`config.mk`:
```
export PLATFORM = sky130hd
export DESIGN_NAME = fifo_rd_ctrl_flat
export DESIGN_NICKNAME = d
export VERILOG_FILES = /design/src/rtl/fifo_rd_ctrl_if.sv /design/src/rtl/fifo_rd_ctrl.sv /design/src/flat_wrapper.sv
export SDC_FILE = /design/constraint.sdc
export NUM_CORES = 1
export LEC_CHECK = 0
export CORE_UTILIZATION = 45
export CTS_CLUSTER_DIAMETER = 40
export DETAILED_ROUTE_END_ITERATION = 10
export PLACE_DENSITY = 0.76
export SKIP_LAST_GASP = 1
export SLEW_MARGIN = 20
export SYNTH_ARGS = -nofsm -noshare
export SYNTH_HDL_FRONTEND = slang
export SYNTH_SLANG_ARGS = --single-unit
```
`constraint.sdc`:
```
create_clock -name r_Clk -period 5.7 [get_ports r_Clk]
set_input_delay 1.425 -clock r_Clk [delete_from_list [all_inputs] [get_ports r_Clk]]
set_output_delay 1.425 -clock r_Clk [all_outputs]
set_load 0.1 [all_outputs]
```
`src/rtl/fifo_rd_ctrl_if.sv`:
```
// Consumer-side handshake bundle for the FIFO read controller.
//   master : drives r_Valid / r_Data, samples r_Ready (the controller)
//   slave  : samples r_Valid / r_Data, drives r_Ready (the consumer)
interface fifo_rd_ctrl_if #(
  parameter int data_Size = 8
);
  logic                 r_Valid;
  logic                 r_Ready;
  logic [data_Size-1:0] r_Data;

  modport master (
    output r_Valid,
    output r_Data,
    input  r_Ready
  );

  modport slave (
    input  r_Valid,
    input  r_Data,
    output r_Ready
  );
endinterface

```
`src/rtl/fifo_rd_ctrl.sv`:
```
// Read-side controller of the async FIFO: owns the read pointer, the empty flag
// and a first-word-fall-through output register.
//   r_Clk, r_Rst : read clock, synchronous active-high reset
//   w_Ptr_Sync   : write pointer (Gray), already synchronised to r_Clk
//   mem_Data     : combinational read data of fifomem at r_Addr
//   r_Addr       : fifomem read address (low bits of the binary read pointer)
//   r_Ptr_Gray   : registered Gray read pointer for the write-side synchroniser
//   fifo_Empty   : no unread word left in memory (output register may still hold one)
//   r_Count      : words still in memory, registered
//   rd_if        : r_Valid / r_Ready / r_Data consumer handshake
module fifo_rd_ctrl #(
  parameter int data_Size    = 8,
  parameter int address_Size = 5
) (
  input  logic                    r_Clk,
  input  logic                    r_Rst,
  input  logic [address_Size:0]   w_Ptr_Sync,
  input  logic [data_Size-1:0]    mem_Data,
  output logic [address_Size-1:0] r_Addr,
  output logic [address_Size:0]   r_Ptr_Gray,
  output logic                    fifo_Empty,
  output logic [address_Size:0]   r_Count,
  fifo_rd_ctrl_if.master          rd_if
);
  localparam int A = address_Size;

  logic [A:0]           r_bin_q;
  logic [A:0]           r_bin_d;
  logic [A:0]           r_gray_q;
  logic [A:0]           r_gray_d;
  logic [A:0]           w_bin;
  logic                 empty_q;
  logic                 valid_q;
  logic [data_Size-1:0] data_q;
  logic [A:0]           count_q;
  logic                 pop;

  function automatic logic [A:0] gray2bin(input logic [A:0] g);
    logic [A:0] b;
    b[A] = g[A];
    for (int i = A - 1; i >= 0; i--) begin
      b[i] = b[i+1] ^ g[i];
    end
    return b;
  endfunction

  // Fetch a new word whenever memory has one and the output slot is free
  // or being drained this cycle; this gives one word per cycle sustained.
  always_comb begin
    pop      = !empty_q && (!valid_q || rd_if.r_Ready);
    r_bin_d  = r_bin_q + {{A{1'b0}}, pop};
    r_gray_d = r_bin_d ^ (r_bin_d >> 1);
    w_bin    = gray2bin(w_Ptr_Sync);
  end

  always_ff @(posedge r_Clk) begin
    if (r_Rst) begin
      r_bin_q  <= '0;
      r_gray_q <= '0;
      empty_q  <= 1'b1;
      valid_q  <= 1'b0;
      data_q   <= '0;
      count_q  <= '0;
    end else begin
      r_bin_q  <= r_bin_d;
      r_gray_q <= r_gray_d;
      // Compare against the post-pop pointer so empty is exact the cycle
      // the last word is taken out of memory.
      empty_q  <= (r_gray_d == w_Ptr_Sync);
      count_q  <= w_bin - r_bin_d;
      if (pop) begin
        data_q  <= mem_Data;
        valid_q <= 1'b1;
      end else if (rd_if.r_Ready) begin
        valid_q <= 1'b0;
      end
    end
  end

  assign r_Addr        = r_bin_q[A-1:0];
  assign r_Ptr_Gray    = r_gray_q;
  assign fifo_Empty    = empty_q;
  assign r_Count       = count_q;
  assign rd_if.r_Valid = valid_q;
  assign rd_if.r_Data  = data_q;
endmodule

```
`src/flat_wrapper.sv`:
```
// flat-port wrapper written by rule: the top's interface ports become plain ports
module fifo_rd_ctrl_flat 
#(
  parameter int data_Size    = 8,
  parameter int address_Size = 5
)
  (r_Clk, r_Rst, w_Ptr_Sync, mem_Data, r_Addr, r_Ptr_Gray, fifo_Empty, r_Count, rd_if_r_Valid, rd_if_r_Data, rd_if_r_Ready);
  fifo_rd_ctrl_if #(.data_Size(data_Size)) rd_if_i ();
  input  logic r_Clk;
  input  logic r_Rst;
  input  logic [address_Size:0] w_Ptr_Sync;
  input  logic [data_Size-1:0] mem_Data;
  output logic [address_Size-1:0] r_Addr;
  output logic [address_Size:0] r_Ptr_Gray;
  output logic fifo_Empty;
  output logic [address_Size:0] r_Count;
  output wire logic [$bits(rd_if_i.r_Valid)-1:0] rd_if_r_Valid;
  output wire logic [$bits(rd_if_i.r_Data)-1:0] rd_if_r_Data;
  input wire logic [$bits(rd_if_i.r_Ready)-1:0] rd_if_r_Ready;
  assign rd_if_r_Valid = rd_if_i.r_Valid;
  assign rd_if_r_Data = rd_if_i.r_Data;
  assign rd_if_i.r_Ready = rd_if_r_Ready;
  fifo_rd_ctrl #(.data_Size(data_Size), .address_Size(address_Size)) u_core (.r_Clk(r_Clk), .r_Rst(r_Rst), .w_Ptr_Sync(w_Ptr_Sync), .mem_Data(mem_Data), .r_Addr(r_Addr), .r_Ptr_Gray(r_Ptr_Gray), .fifo_Empty(fifo_Empty), .r_Count(r_Count), .rd_if(rd_if_i));
endmodule
```
==> results of run 1 <==
-- final timing paths --
path / start / depth (start not counted) / endpoint
hold reg to reg: u_core.fifo_Empty$_SDFF_PP1_ / 1 / u_core.rd_if.r_Valid$_SDFFE_PP0P_
hold / removal: u_core.fifo_Empty$_SDFF_PP1_ / 1 / u_core.rd_if.r_Valid$_SDFFE_PP0P_
setup reg to reg: u_core.rd_if.r_Valid$_SDFFE_PP0P_ / 13 / u_core.r_Count[5]$_SDFF_PP0_
setup / recovery: w_Ptr_Sync[5] / 14 / u_core.r_Count[4]$_SDFF_PP0_
-- state kept, by name, indices dropped and copies added, names as in the netlist --
register              flops
u_core.rd_if.r_Data       8
u_core.r_Count            6
u_core.r_Ptr_Gray         6
u_core.r_bin_q            5
u_core.fifo_Empty         1
u_core.rd_if.r_Valid      1
-- through the flow --
stage	cells	area (sq um)	worst slack (ns)
2_1_floorplan	151	1400	1.40
3_3_place_gp	222	1860	0.832
3_5_place_dp	222	1860	0.711
4_1_cts	226	1890	0.995
5_1_grt	226	1890	0.691
6_report	226	1890	0.929
-- power breakdown --
part / internal [W] / switching [W] / total [W]
Sequential: 0.000206 / 0.00000672 / 0.000213
Clock: 0.0000269 / 0.0000614 / 0.0000883
Combinational: 0.0000798 / 0.000190 / 0.000270
Total: 0.000313 / 0.000258 / 0.000571
-- synthesized netlist by cell type, drive strengths merged (3+ instances only) --
library cell and count:
dfxtp 27, nor2 26, xnor2 13, nand2 12, mux2i 8, xor2 8
inv 5, nand3 5, a21oi 4, ha 4, o21ai 4, clkbuf 3
nand2b 3, nor2b 3, nor3 3
-- layer usage --
| metal | wire length [um] | share of wire, % | GRT usage, % |
|---|---|---|---|
| met5 | 0 | 0 | 0 |
| met4 | 46 | 1.5 | 7.14 |
| met3 | 129 | 4.2 | 3.57 |
| met2 | 1520 | 50 | 33.4 |
| met1 | 1360 | 45 | 24.7 |
-- area by class of cell --
class                      count  area, sq um
clock buffer                   3         22.5
sequential                    27          541
multi-input combinational    115          826
tap                           31         38.8
inverter                       5         18.8
timing repair buffer          44          438
clock inverter                 1         7.51
fill                         237          961
-- cell families after synthesis --
family                   after synthesis  share of synthesized area (%)
adder cells (fa/ha/maj)                7                           6.52
multiplexers                           9                           6.79
flip-flops                            27                           38.6
buffers and inverters                  9                           2.41
XOR/XNOR                              22                           16.9
AND/OR/NAND/NOR                       57                           18.5
AO/OA/AOI/OAI                         20                           10.3
==> results.md, run 1 <==
* Status: complete, but fails checks
* Failing checks: DRC
* Worst skew pair latency at around 0.33 ns
* Number of enable flip-flop cells after synthesis at 0
* Tot Pwr at about 0.00057 W
* Max H-tree Level at 1
* Cell variety after synth at 39
* Hold Vio Cnt, Final at 0
* Post-DRT Antenna Nets at 0
* Top cells by area, synth: dfxtp_1 (39%), xnor2_1 (7.5%), nor2_1 (6.4%)
* Post-Syn Nets at approximately 170
* CTS Hold Bufs at 0
* Most frequent CP cell: xor2_1
* Slowest-stage cell, CP: clkdlybuf4s50_1
* TNS Setup at 0 ns
* CP bufs+invs at 1
* Final hold slack at 0.468 ns
* Die Wd at a little under 60 um
* Routed WL at around 3100 um
* R2r setup slk at roughly 2.6 ns
* I/O pins at 44
* Initial antenna violation count at 0
* Synth area leader: dfxtp_1
* Post-CTS setup buffer count at 0
* Final period util at 83.7%
* Largest net degree at the start of global routing at 28
* Number of global-route vias before repair at 1,123
* Initial Utilization at between 40% and 50%
* CP max stage delay at 0.62 ns
* Crit Path Max Fanout at 6
* Synth Area per Inst at around 9.3 sq um
* DR vias at 1,192
* YS warnings at 0
* Power per Cell Area at about 300 nW/um^2
* DRC Markers at 3
* HPWL Detailed at ~2300 um
* Share of the synthesized area in the top cell type at approximately two fifths
* Top cell family by delay on the critical path: adder cells
* HP Class: register to register
* Leakage at about 0.75 nW
* Die ar. at ~3300 sq um
* Worst setup EP type: register
* WS Path Type: primary input to register
* Height of the die at 57.8 um
* Share of cells above drive strength 1 at between 7 and 8%
* Commonest non-fill, non-tap cell in the layout: clkdlybuf4s50_1
* Global-route wire length before repair at 5020 um
* Synthesis-stage register bit count at 27
* Port Buffers at 43
* Final Util at between 60% and 70%
* DR WL/cell at between 10 and 15 um
* CTS Buf Count at 3
* # setup viols final at 0
* Max Cap Viol at 0
* Worst vdd ir at 173 uV
* Final net count at 218
* Crit path time final at about 4.8 ns
* Worst path cell trace: clkdlybuf4s50_1 -> xor2_2 -> xor2_1 -> nor2_1 -> nor2_2 -> xor2_1 -> xor2_1 -> ha_1 -> fa_1 -> maj3_1 -> nor3_1 -> a311oi_1 -> o21ai_0 -> nor3b_1
* Root buffer cell: clkbuf_4
* # resized after CTS at 0
* CP required at 5.96 ns
* RSZ-0062 raised after global routing: false
* CTS tree: yes
* N_diodes at 0
* Highest Clock Rate at approximately 210 MHz
* Data arrival, critical path at between 5 and 6 ns
* Average vias per placed instance at ~5.3
* Worst Skew at around 0.0092 ns
* Ys async rst share at 0%
* Post-Syn Area at around 1400 sq um
* Top_reg_cell synth: dfxtp_1
* Most frequent cells in the layout: clkdlybuf4s50_1 (43), dfxtp_1 (27), nor2_1 (24), xnor2_1 (12), nand2_1 (12)
* Area Growth Syn to Fin at 35.1%
* Post-Syn Instances at 151
* Core area at approximately 2900 sq um
* Global-route usage over all layers at roughly a fifth
* Critical Path Start Type: primary input
* Max Root-Sink Buffers at 2
* DR iter-0 viols at 26
* Row cnt at 19
* Max-slew violation count at 0
* Worst-margin pin slew at 0.988 ns
* GR Overflow Total at 0
* GP Congestion at around 0.78
* Seq/Total Area, Yosys at 38.6%
* First-pass detailed-route iteration total at 7
* Slew HR at between 30% and 40%
* Clock sink count at 27
* Clock Pin Slew Worst Setup and Hold Paths at ~0.15 ns
No activity file was read; power rests on OpenSTA's default activity.
==> run 2: changes to the inputs <==
==> constraint.sdc (replaced) <==
create_clock -name r_Clk -period 4.78 [get_ports r_Clk]
set_input_delay 1.195 -clock r_Clk [delete_from_list [all_inputs] [get_ports r_Clk]]
set_output_delay 1.195 -clock r_Clk [all_outputs]
set_load 0.1 [all_outputs]
==> run 2 against run 1 <==
Net effect:
- clock skew rose by 0.0039 ns
- critical endpoint unchanged
- first-iteration DRC count up 65%
- combinational power rose by 19%
- sequential power grew 19%
- non-clock buffer count is 2 higher
- the flow still finishes with violations (DRC)
- largest cell class unchanged
- sequential share of layout area decreased by 0.19 points
- largest power group unchanged
- register-to-register slack got worse by 0.76 ns
- count of clock-buffer cells in the layout is the same
==> results.md, run 2 (synthesized netlist as in run 1, its figures left out) <==
* Status: complete, but fails checks (unchanged)
* Failing checks: DRC (unchanged)
* Most frequent cells in the layout: clkdlybuf4s50_1 (43), dfxtp_1 (27), nor2_1 (24), xnor2_1 (12), nand2_1 (12) (unchanged)
* Max reg flops at 8 (unchanged)
* Initial Utilization at 49.1% (unchanged)
* Slew HR at 34.5% (was 33.9%)
* # setup viols final at 0 (unchanged)
* I/O pins at 44 (unchanged)
* Average vias per placed instance at 5.23 (was 5.27)
* Worst path cell trace: clkdlybuf4s50_1 -> xor2_2 -> xor2_1 -> nor2_1 -> nor2_2 -> xor2_1 -> xor2_1 -> ha_1 -> fa_1 -> maj3_1 -> nor3_1 -> a311oi_1 -> o21ai_0 -> nor3b_1 (unchanged)
* Most frequent CP cell: xor2_1 (unchanged)
* # resized after CTS at 0 (unchanged)
* Core area at 2850 sq um (unchanged)
* Die Wd at 57.8 um (unchanged)
* DR iter-0 viols at 43 (was 26)
* Max Used Layer: met4 (unchanged)
* CTS tree: yes (unchanged)
* Final period util at between 90% and 100%
* Met2 WL at 1500 um (was 1520 um)
* Global-route wire length before repair at 5060 um (was 5020 um)
* Power per Cell Area at 352 nW/um^2 (was 302 nW/um^2)
* Worst skew pair latency at 0.32 ns (was 0.33 ns)
* CP max stage delay at 0.61 ns (was 0.62 ns)
* Clock Pin Slew Worst Setup and Hold Paths at 0.14 ns (was 0.15 ns)
* # fillers at 251 (was 237)
* RSZ-0062 raised after global routing: false (unchanged)
* HPWL Detailed at 2380 um (was 2290 um)
* First-pass detailed-route iteration total at 7 (unchanged)
* Hold Vio Cnt, Final at 0 (unchanged)
* TNS Setup at 0 ns (unchanged)
* Crit path time final at 4.45 ns
* Wl on met1 at 1400 um (was 1360 um)
* Initial antenna violation count at 0 (unchanged)
* Top cell family by delay on the critical path: adder cells (unchanged)
* Highest Clock Rate at 225 MHz
* DR WL/cell at 13.4 um (was 13.5 um)
* Slowest-stage cell, CP: clkdlybuf4s50_1 (unchanged)
* Worst vdd ir at 306 uV (was 173 uV)
* Critical Path Start Type: primary input (unchanged)
* Worst setup EP type: register (unchanged)
* Worst Skew at 0.0131 ns (was 0.00919 ns)
* CP required at 5.03 ns (was 5.96 ns)
* Post-CTS setup buffer count at 0 (unchanged)
* GR Overflow Total at 0 (unchanged)
* Max-slew violation count at 0 (unchanged)
* Area Growth Syn to Fin at 36.0% (was 35.1%)
* Data arrival, critical path at 4.70 ns (was 5.03 ns)
* HP Class: register to register (unchanged)
* Max Cap Viol at 0 (unchanged)
* Port Buffers at 43 (unchanged)
* Die ar. at 3340 sq um (unchanged)
* Crit Path Max Fanout at 6 (unchanged)
* Max H-tree Level at 1 (unchanged)
* N_diodes at 0 (unchanged)
* Clock sink count at 27 (unchanged)
* CP bufs+invs at 1 (unchanged)
* Final net count at 220 (was 218)
* Commonest non-fill, non-tap cell in the layout: clkdlybuf4s50_1 (unchanged)
* GP Congestion at 0.788 (was 0.776)
* CTS Hold Bufs at 0 (unchanged)
* Worst-margin pin slew at 0.980 ns (was 0.988 ns)
* Post-DRT Antenna Nets at 0 (unchanged)
* DRC Markers at 3 (unchanged)
* Global-route usage over all layers at 19.4% (was 19.5%)
* CTS Buf Count at 3 (unchanged)
* Height of the die at 57.8 um (unchanged)
* Root buffer cell: clkbuf_4 (unchanged)
* Leakage at 0.760 nW (was 0.748 nW)
* Row cnt at 19 (unchanged)
* Met3 wire length at 144 um (was 129 um)
* Share of cells above drive strength 1 at 8.63% (was 7.69%)
* DR vias at 1,192 (unchanged)
* Tot Pwr at 0.000670 W (was 0.000571 W)
* Routed WL at 3060 um (unchanged)
* Number of global-route vias before repair at 1,157 (was 1,123)
* Largest net degree at the start of global routing at 28 (unchanged)
* Max Root-Sink Buffers at 2 (unchanged)
* WS Path Type: primary input to register (unchanged)
-- run 2: cell count changes in the layout (fill, tap and decap cells not counted), sizes merged --
cell      delta
buf          +2
clkinv       +1
clkinvlp     -1
-- run 2: worst reg2reg max path: stages (launching register included) --
cell and delay, ns:
dfxtp_1 0.35, nand2b_1 0.07, nor2b_1 0.17, ha_1 0.22, ha_1 0.39, inv_1 0.13, ha_1 0.31, nand2b_1 0.11
a21oi_1 0.13, a2111o_1 0.43, nand4_1 0.12, a2bb2oi_2 0.17, mux2_4 0.31
-- run 2: power by group --
part	total [W]	internal (W)	switching, W
clock network	0.0000947	0.0000313	0.0000634
logic	0.000321	0.0000956	0.000225
registers	0.000254	0.000246	0.00000813
total	0.000670	0.000373	0.000297
-- run 2: through the flow --
step / instance area [sq um] / cells / util (%) / hold WS [ns] / setup slack, ns
2_1_floorplan: 1400 / 151 / - / 0.903 / 0.706
3_3_place_gp: 1880 / 224 / 65.8 / 0.443 / 0.141
3_5_place_dp: 1880 / 224 / 65.8 / 0.460 / 0.00892
4_1_cts: 1900 / 228 / 66.8 / 0.479 / 0.352
5_1_grt: 1900 / 228 / 66.8 / 0.518 / 0.0476
6_report: 1900 / 228 / 66.8 / 0.471 / 0.335
-- run 2: final cells by class --
class                           count  area (sq um)  share of cell area, %
Clock inverter                      1          5.00                  0.263
Inverter                            5          18.8                  0.986
Multi-Input combinational cell    115           826                   43.4
Clock buffer                        3          22.5                   1.18
Sequential cell                    27           541                   28.4
Timing Repair Buffer               46           453                   23.8
Tap cell                           31          38.8                   2.04
-- run 2: final timing paths --
kind,start,end,slack (ns),depth (start not counted)
worst max-delay path,w_Ptr_Sync[5],u_core.r_Count[4]$_SDFF_PP0_,0.33,14
worst min-delay path,u_core.fifo_Empty$_SDFF_PP1_,u_core.rd_if.r_Valid$_SDFFE_PP0P_,0.47,1
worst min register to register,u_core.fifo_Empty$_SDFF_PP1_,u_core.rd_if.r_Valid$_SDFFE_PP0P_,0.47,1
worst max register to register,u_core.rd_if.r_Valid$_SDFFE_PP0P_,u_core.r_Count[5]$_SDFF_PP0_,1.79,12
-- run 2: per-layer routing --
metal | track usage [%] | up-vias
met5 | 0 | -
met4 | 3.40 | 0
met3 | 4.46 | 2
met2 | 34.2 | 32
met1 | 24.5 | 554
li1 | - | 604
